`src/rtl/cond_exec_unit_pkg.sv`:
```
// Shared constants for the condition execution unit: ARM condition codes and NZCV bit positions.
package cond_pkg;

  localparam logic [3:0] COND_EQ = 4'h0;
  localparam logic [3:0] COND_NE = 4'h1;
  localparam logic [3:0] COND_CS = 4'h2;
  localparam logic [3:0] COND_CC = 4'h3;
  localparam logic [3:0] COND_MI = 4'h4;
  localparam logic [3:0] COND_PL = 4'h5;
  localparam logic [3:0] COND_VS = 4'h6;
  localparam logic [3:0] COND_VC = 4'h7;
  localparam logic [3:0] COND_HI = 4'h8;
  localparam logic [3:0] COND_LS = 4'h9;
  localparam logic [3:0] COND_GE = 4'hA;
  localparam logic [3:0] COND_LT = 4'hB;
  localparam logic [3:0] COND_GT = 4'hC;
  localparam logic [3:0] COND_LE = 4'hD;
  localparam logic [3:0] COND_AL = 4'hE;
  localparam logic [3:0] COND_NV = 4'hF;

  localparam int FN = 3;
  localparam int FZ = 2;
  localparam int FC = 1;
  localparam int FV = 0;

endpackage

```
`src/rtl/cond_exec_unit_if.sv`:
```
// Pipeline-side bundle of the condition execution unit: flag write, lane conditions, IT control and results.
interface cond_exec_unit_if #(
  parameter int NUM_LANES = 1
);
  logic                   flag_we;
  logic [3:0]             flag_in;
  logic [NUM_LANES-1:0]   cond_valid;
  logic [4*NUM_LANES-1:0] cond;
  logic                   stall;
  logic                   flush;
  logic                   it_load;
  logic [3:0]             it_cond;
  logic [3:0]             it_mask;
  logic [2:0]             it_len;
  logic [NUM_LANES-1:0]   pass;
  logic [NUM_LANES-1:0]   pass_valid;
  logic [3:0]             sr_flags;
  logic                   it_busy;

  modport master (
    output flag_we, flag_in, cond_valid, cond, stall, flush, it_load, it_cond, it_mask, it_len,
    input  pass, pass_valid, sr_flags, it_busy
  );

  modport slave (
    input  flag_we, flag_in, cond_valid, cond, stall, flush, it_load, it_cond, it_mask, it_len,
    output pass, pass_valid, sr_flags, it_busy
  );
endinterface

```
`src/rtl/cond_exec_unit_cond_eval.sv`:
```
// Combinational ARM condition-field evaluator against an NZCV flag vector.
module cond_eval
  import cond_pkg::*;
(
  input  logic [3:0] cond_i,
  input  logic [3:0] flags_i,
  output logic       hit_o
);

  logic n_s, z_s, c_s, v_s;
  assign n_s = flags_i[FN];
  assign z_s = flags_i[FZ];
  assign c_s = flags_i[FC];
  assign v_s = flags_i[FV];

  // condition decode
  always_comb begin
    hit_o = 1'b0;
    case (cond_i)
      COND_EQ: hit_o = z_s;
      COND_NE: hit_o = ~z_s;
      COND_CS: hit_o = c_s;
      COND_CC: hit_o = ~c_s;
      COND_MI: hit_o = n_s;
      COND_PL: hit_o = ~n_s;
      COND_VS: hit_o = v_s;
      COND_VC: hit_o = ~v_s;
      COND_HI: hit_o = c_s & ~z_s;
      COND_LS: hit_o = ~c_s | z_s;
      COND_GE: hit_o = (n_s == v_s);
      COND_LT: hit_o = (n_s != v_s);
      COND_GT: hit_o = ~z_s & (n_s == v_s);
      COND_LE: hit_o = z_s | (n_s != v_s);
      COND_AL: hit_o = 1'b1;
      COND_NV: hit_o = 1'b0;
      default: hit_o = 1'b0;
    endcase
  end

endmodule

```
`src/rtl/cond_exec_unit.sv`:
```
// NZCV status register, per-lane condition evaluation and IT-style predicate block on lane 0,
// with an optional registered result stage.
module cond_exec_unit
  import cond_pkg::*;
#(
  parameter int NUM_LANES = 1,
  parameter int BYPASS    = 1,
  parameter int REG_OUT   = 1
) (
  input  logic              clk,
  input  logic              rst,
  cond_exec_unit_if.slave   bus
);

  logic [3:0]           sr_q, sr_d;
  logic [3:0]           eff_flags_s;
  logic [2:0]           it_cnt_q, it_cnt_d;
  logic [1:0]           it_idx_q, it_idx_d;
  logic [3:0]           it_cond_q, it_cond_d;
  logic [3:0]           it_mask_q, it_mask_d;
  logic                 it_busy_s;
  logic                 consume_s;
  logic [3:0]           lane0_cond_s;
  logic [NUM_LANES-1:0] hit_s;
  logic [NUM_LANES-1:0] p_s;
  logic [NUM_LANES-1:0] pv_s;

  // state registers
  always_ff @(posedge clk) begin
    if (rst) begin
      sr_q      <= 4'h0;
      it_cnt_q  <= 3'd0;
      it_idx_q  <= 2'd0;
      it_cond_q <= 4'h0;
      it_mask_q <= 4'h0;
    end else begin
      sr_q      <= sr_d;
      it_cnt_q  <= it_cnt_d;
      it_idx_q  <= it_idx_d;
      it_cond_q <= it_cond_d;
      it_mask_q <= it_mask_d;
    end
  end

  // SR writes ignore stall/flush: the flag producer is older than anything being killed
  always_comb begin
    sr_d = sr_q;
    if (bus.flag_we) begin
      sr_d = bus.flag_in;
    end else begin
      sr_d = sr_q;
    end
  end

  assign eff_flags_s = ((BYPASS != 0) && bus.flag_we) ? bus.flag_in : sr_q;
  assign it_busy_s   = (it_cnt_q != 3'd0);
  assign consume_s   = bus.cond_valid[0] & ~bus.stall & it_busy_s;

  // IT block sequencing: flush beats load, load beats consume
  always_comb begin
    it_cnt_d  = it_cnt_q;
    it_idx_d  = it_idx_q;
    it_cond_d = it_cond_q;
    it_mask_d = it_mask_q;
    if (bus.flush) begin
      it_cnt_d = 3'd0;
    end else if (bus.it_load && (bus.it_len != 3'd0)) begin
      it_cnt_d  = bus.it_len;
      it_idx_d  = 2'd0;
      it_cond_d = bus.it_cond;
      it_mask_d = bus.it_mask;
    end else if (consume_s) begin
      it_cnt_d = it_cnt_q - 3'd1;
      it_idx_d = it_idx_q + 2'd1;
    end else begin
      it_cnt_d = it_cnt_q;
    end
  end

  // lane 0 condition override while a predicate block is active
  always_comb begin
    lane0_cond_s = bus.cond[3:0];
    if (it_busy_s) begin
      if (it_mask_q[it_idx_q]) begin
        lane0_cond_s = it_cond_q;
      end else begin
        lane0_cond_s = it_cond_q ^ 4'b0001;
      end
    end else begin
      lane0_cond_s = bus.cond[3:0];
    end
  end

  for (genvar i = 0; i < NUM_LANES; i++) begin : g_lane
    logic [3:0] lane_cond_s;
    if (i == 0) begin : g_l0
      assign lane_cond_s = lane0_cond_s;
    end else begin : g_ln
      assign lane_cond_s = bus.cond[4*i +: 4];
    end
    cond_eval u_eval (
      .cond_i  (lane_cond_s),
      .flags_i (eff_flags_s),
      .hit_o   (hit_s[i])
    );
  end

  // per-lane results; lanes above 0 are squashed during a predicate block
  always_comb begin
    p_s  = '0;
    pv_s = '0;
    for (int i = 0; i < NUM_LANES; i++) begin
      if ((i == 0) || !it_busy_s) begin
        pv_s[i] = bus.cond_valid[i];
        p_s[i]  = bus.cond_valid[i] & hit_s[i];
      end else begin
        pv_s[i] = 1'b0;
        p_s[i]  = 1'b0;
      end
    end
  end

  if (REG_OUT != 0) begin : g_reg
    logic [NUM_LANES-1:0] pass_q;
    logic [NUM_LANES-1:0] pv_q;

    // output stage: flush wins over stall
    always_ff @(posedge clk) begin
      if (rst) begin
        pass_q <= '0;
        pv_q   <= '0;
      end else if (bus.flush) begin
        pass_q <= '0;
        pv_q   <= '0;
      end else if (!bus.stall) begin
        pass_q <= p_s;
        pv_q   <= pv_s;
      end else begin
        pass_q <= pass_q;
        pv_q   <= pv_q;
      end
    end

    assign bus.pass       = pass_q;
    assign bus.pass_valid = pv_q;
  end else begin : g_comb
    assign bus.pass       = p_s;
    assign bus.pass_valid = pv_s;
  end

  assign bus.sr_flags = sr_q;
  assign bus.it_busy  = it_busy_s;

endmodule

```
`src/flat_wrapper.sv`:
```
// flat-port wrapper written by rule: the top's interface ports become plain ports
module cond_exec_unit_flat import cond_pkg::*;
#(
  parameter int NUM_LANES = 1,
  parameter int BYPASS    = 1,
  parameter int REG_OUT   = 1
)
  (clk, rst, bus_flag_we, bus_flag_in, bus_cond_valid, bus_cond, bus_stall, bus_flush, bus_it_load, bus_it_cond, bus_it_mask, bus_it_len, bus_pass, bus_pass_valid, bus_sr_flags, bus_it_busy);
  cond_exec_unit_if #(.NUM_LANES(NUM_LANES)) bus_i ();
  input  logic clk;
  input  logic rst;
  input wire logic [$bits(bus_i.flag_we)-1:0] bus_flag_we;
  input wire logic [$bits(bus_i.flag_in)-1:0] bus_flag_in;
  input wire logic [$bits(bus_i.cond_valid)-1:0] bus_cond_valid;
  input wire logic [$bits(bus_i.cond)-1:0] bus_cond;
  input wire logic [$bits(bus_i.stall)-1:0] bus_stall;
  input wire logic [$bits(bus_i.flush)-1:0] bus_flush;
  input wire logic [$bits(bus_i.it_load)-1:0] bus_it_load;
  input wire logic [$bits(bus_i.it_cond)-1:0] bus_it_cond;
  input wire logic [$bits(bus_i.it_mask)-1:0] bus_it_mask;
  input wire logic [$bits(bus_i.it_len)-1:0] bus_it_len;
  output wire logic [$bits(bus_i.pass)-1:0] bus_pass;
  output wire logic [$bits(bus_i.pass_valid)-1:0] bus_pass_valid;
  output wire logic [$bits(bus_i.sr_flags)-1:0] bus_sr_flags;
  output wire logic [$bits(bus_i.it_busy)-1:0] bus_it_busy;
  assign bus_i.flag_we = bus_flag_we;
  assign bus_i.flag_in = bus_flag_in;
  assign bus_i.cond_valid = bus_cond_valid;
  assign bus_i.cond = bus_cond;
  assign bus_i.stall = bus_stall;
  assign bus_i.flush = bus_flush;
  assign bus_i.it_load = bus_it_load;
  assign bus_i.it_cond = bus_it_cond;
  assign bus_i.it_mask = bus_it_mask;
  assign bus_i.it_len = bus_it_len;
  assign bus_pass = bus_i.pass;
  assign bus_pass_valid = bus_i.pass_valid;
  assign bus_sr_flags = bus_i.sr_flags;
  assign bus_it_busy = bus_i.it_busy;
  cond_exec_unit #(.NUM_LANES(NUM_LANES), .BYPASS(BYPASS), .REG_OUT(REG_OUT)) u_core (.clk(clk), .rst(rst), .bus(bus_i));
endmodule
```
`config.mk`:
```
export PLATFORM = sky130hd
export DESIGN_NAME = cond_exec_unit_flat
export DESIGN_NICKNAME = d
export VERILOG_FILES = /design/src/rtl/cond_exec_unit_pkg.sv /design/src/rtl/cond_exec_unit_if.sv /design/src/rtl/cond_exec_unit_cond_eval.sv /design/src/rtl/cond_exec_unit.sv /design/src/flat_wrapper.sv
export SDC_FILE = /design/constraint.sdc
export NUM_CORES = 1
export LEC_CHECK = 0
export ABC_AREA = 1
export BUFFER_PORTS_ARGS = -buffer_cell sky130_fd_sc_hd__buf_2
export CORE_MARGIN = 3
export CORE_UTILIZATION = 38
export CTS_CLUSTER_SIZE = 10
export DETAILED_ROUTE_END_ITERATION = 6
export GPL_ROUTABILITY_DRIVEN = 0
export GPL_TIMING_DRIVEN = 0
export PLACE_DENSITY = 0.58
export SLEW_MARGIN = 20
export SYNTH_ARGS = -nofsm -noshare
export SYNTH_HDL_FRONTEND = slang
export SYNTH_SLANG_ARGS = --single-unit
```
`constraint.sdc`:
```
create_clock -name clk -period 2.1 [get_ports clk]
set_clock_uncertainty 0.2 [all_clocks]
set_input_delay 0.42 -clock clk [delete_from_list [all_inputs] [get_ports clk]]
set_output_delay 0.42 -clock clk [all_outputs]
set_load 0.01 [all_outputs]
```
==> run summary <==
status: completed
Leak: 0.7137 nW
switching share of power: 0.3454
Die X: 62.57 µm
DIE AREA: 3915 µm²
vias in the first global route: 1,224
first-pass detailed-route iteration total: 4
largest net degree at the start of global routing: 13
Peak Freq: 0.5145 GHz
antenna violations before repair: 0
Post-Syn Area: 1216 µm²
Cell Int Power: 550.0 µW
H-tree depth: 1
# IOs: 33
reg2reg path depth: 15
most used cell, CP: nand2_2
maximum vdd drop: 273.1 µV
worst skew pair latency: 0.30 ns
initial DRC count: 47
NetSw: 290.2 µW
CORE AREA: 2900 µm²
Port Buf Inserts: 31
Buf/Inv on CP: 2
Tcrit/Tclk final: 0.9255
WP data required: 2.09 ns
fin nets: 254
Hold Crit Class: primary input to flip-flop
Post-route DRC: 0
Slew Limit Fails: 0
Ys Warns: 0
Clk pin slew, worst setup/hold paths: 0.13 ns
Routed Wire Length: 2941 µm
post-synthesis register bit count: 19
clock sink total: 19
Initial Utilization: 0.4193
sequential fraction of the synthesis area: 0.3128
root buf cell: clkbuf_4
CTS tree: done
crit end category: flip-flop
logic gate share of total power: 0.302
CP max FO: 5
CP Data Arrival Time: 1.93 ns
layout filler cell count: 314
Die H: 62.57 µm
Avg Cell Area, Syn: 6.401 µm²
Max Cap Violations: 0
CP peak stage delay: 0.33 ns
# diodes: 0
fraction of layout cells with a size suffix above 1: 0.2533
Pwr per Cell Area: 572.0 nW/µm²
sequential fraction of design power: 0.465
Clock Power Share: 0.233
Pwr Total: 840.2 µW
CP cell instances: inv_1 -> ha_4 -> inv_1 -> nor2_4 -> nand2_2 -> nand2_2 -> nand2_2 -> nand2_1 -> nand3_1 -> nand2_1 -> nor2_1 -> nor2_2 -> nand3_1 -> o21bai_1 -> a21oi_1
unrepaired setup endpoints after global routing: no
drt via density: 4.768
setup TNS: 0 ns
TritonCTS Buffers: 3
Crit path max-delay family: simple AND/OR/NAND/NOR gates
syn nets: 218
synthesized instance count: 190
final setup vio count: 0
slowest CP cell: dfxtp_1
worst slew pin tran: 0.5222 ns
Crit Path Category: flip-flop to flip-flop
Post-DRT Antenna Nets: 0
cell count along the critical path: 15
Hold Path Stages: 2
GRT Util Overall: 0.1557
synth unique cells: 30
total gr overflow: 0
max_slew headroom: 0.6518
Startpoint Class: flip-flop
Tmin final: 1.944 ns
global-route wire length before repair: 5078 µm
row cnt: 19
Via Count: 1,273
CTS hold repair buffers: 0
Syn-to-layout area delta: 20.78%
CTS Buffer Depth: 2
final hold viol count: 0
Avg WL per Cell: 11.01 µm
DP HPWL: 2357 µm
-- layer usage --
layer	part of all wire	global-route usage
met2	0.50	0.2903
met4	0.0068	0.03857
met5	0	0
met3	0.034	0.03417
met1	0.45	0.1778
-- cells by family after synthesis --
family	Yosys count	share of synthesized area
flops	19	0.3128
simple gates	112	0.4105
xor+xnor	1	0.007203
buf+inv	29	0.09876
compound gates	27	0.1502
fa+ha+maj	2	0.02057
-- Yosys cell counts --
cell / instances / share of area
nand4_1: 5 / 0.026
o21ai_1: 1 / 0.0041
inv_1: 22 / 0.068
nand3b_1: 1 / 0.0062
buf_2: 1 / 0.0041
or2_1: 1 / 0.0051
nor2_1: 19 / 0.059
nor2_2: 1 / 0.0051
o21bai_1: 1 / 0.0062
buf_6: 1 / 0.0093
xor2_1: 1 / 0.0072
nand2_2: 5 / 0.026
dfxtp_1: 19 / 0.31
o31ai_4: 1 / 0.017
nand3_1: 17 / 0.070
o21ai_2: 3 / 0.022
or2_2: 1 / 0.0051
inv_2: 3 / 0.0093
inv_4: 1 / 0.0051
clkbuf_1: 1 / 0.0031
a211oi_1: 5 / 0.031
a21oi_1: 11 / 0.045
o21ai_0: 3 / 0.012
o211ai_1: 2 / 0.012
nand2_1: 58 / 0.18
ha_1: 2 / 0.021
nor2_4: 1 / 0.0093
nand2_4: 1 / 0.0093
or4_1: 1 / 0.0062
or2_0: 1 / 0.0051
-- cell usage in the layout, fill, tap and decap left out, drive strengths merged --
cell / Yosys / layout
dfxtp: 19 / 19
o21bai: 1 / 1
nand3b: 1 / 1
or2: 3 / 3
ha: 2 / 2
o211ai: 2 / 2
buf: 2 / 33
a211oi: 5 / 5
nand3: 17 / 17
or4: 1 / 1
clkbuf: 1 / 4
a21oi: 11 / 11
clkinvlp: 0 / 1
inv: 26 / 26
o21ai: 7 / 7
nor2: 21 / 21
nand4: 5 / 5
xor2: 1 / 1
o31ai: 1 / 1
nand2: 64 / 64
-- power by group through the flow --
stage / clock (mW) / combinational, mW / sequential [mW]
after global routing: 0.227 / 0.289 / 0.394
after floorplan: 0 / 0.173 / 0.401
after detailed placement: 0 / 0.248 / 0.399
final: 0.195 / 0.254 / 0.391
after global placement: 0 / 0.243 / 0.398
after CTS: 0.206 / 0.250 / 0.391
-- final timing paths --
check	start	endpoint	slack (ns)
worst min-delay path	rst	u_core.it_cond_q[0]	0.16
worst min register to register	u_core.bus.pass	u_core.bus.pass	0.26
worst max-delay path	u_core.it_cnt_q[1]	u_core.bus.pass	0.16
worst max register to register	u_core.it_cnt_q[1]	u_core.bus.pass	0.16
-- sequential cells by signal, summed over array words and instances (netlist names) --
register	cells
u_core.bus.pass	1
u_core.bus.pass_valid	1
u_core.bus.sr_flags	4
u_core.it_cnt_q	3
u_core.it_cond_q	4
u_core.it_idx_q	2
u_core.it_mask_q	4
-- layout make-up --
class	instances	area [µm²]	share of cell area
Clock inverter	1	7.507	0.005111
Buffer	3	20.02	0.01363
Tap cell	42	52.55	0.03578
Multi-Input combinational cell	142	730.7	0.4974
Inverter	26	100.1	0.06814
Sequential cell	19	380.4	0.2589
Clock buffer	3	22.52	0.01533
Timing Repair Buffer	31	155.1	0.1056
-- what timing repair did --
| item | 4_1_cts | 5_1_grt |
|---|---|---|
| setup endpoints to repair | 0 | 2 |
| setup buffers | 0 | 0 |
| resized for setup | 0 | 4 |
| endpoints found under the hold margin | 0 | 0 |
-- metrics by stage --
stage	hold slack, ns	setup slack, ns	area, µm²	util	instances
2_1_floorplan	0.2376	0.2521	1216	-	190
3_3_place_gp	0.2418	0.08929	1424	0.4909	263
3_5_place_dp	0.2497	0.04519	1424	0.4909	263
4_1_cts	0.1565	0.002367	1454	0.5013	267
5_1_grt	0.1459	0.02328	1469	0.5065	267
6_report	0.1601	0.1564	1469	0.5065	267
Power figures use the tool's default switching activity.
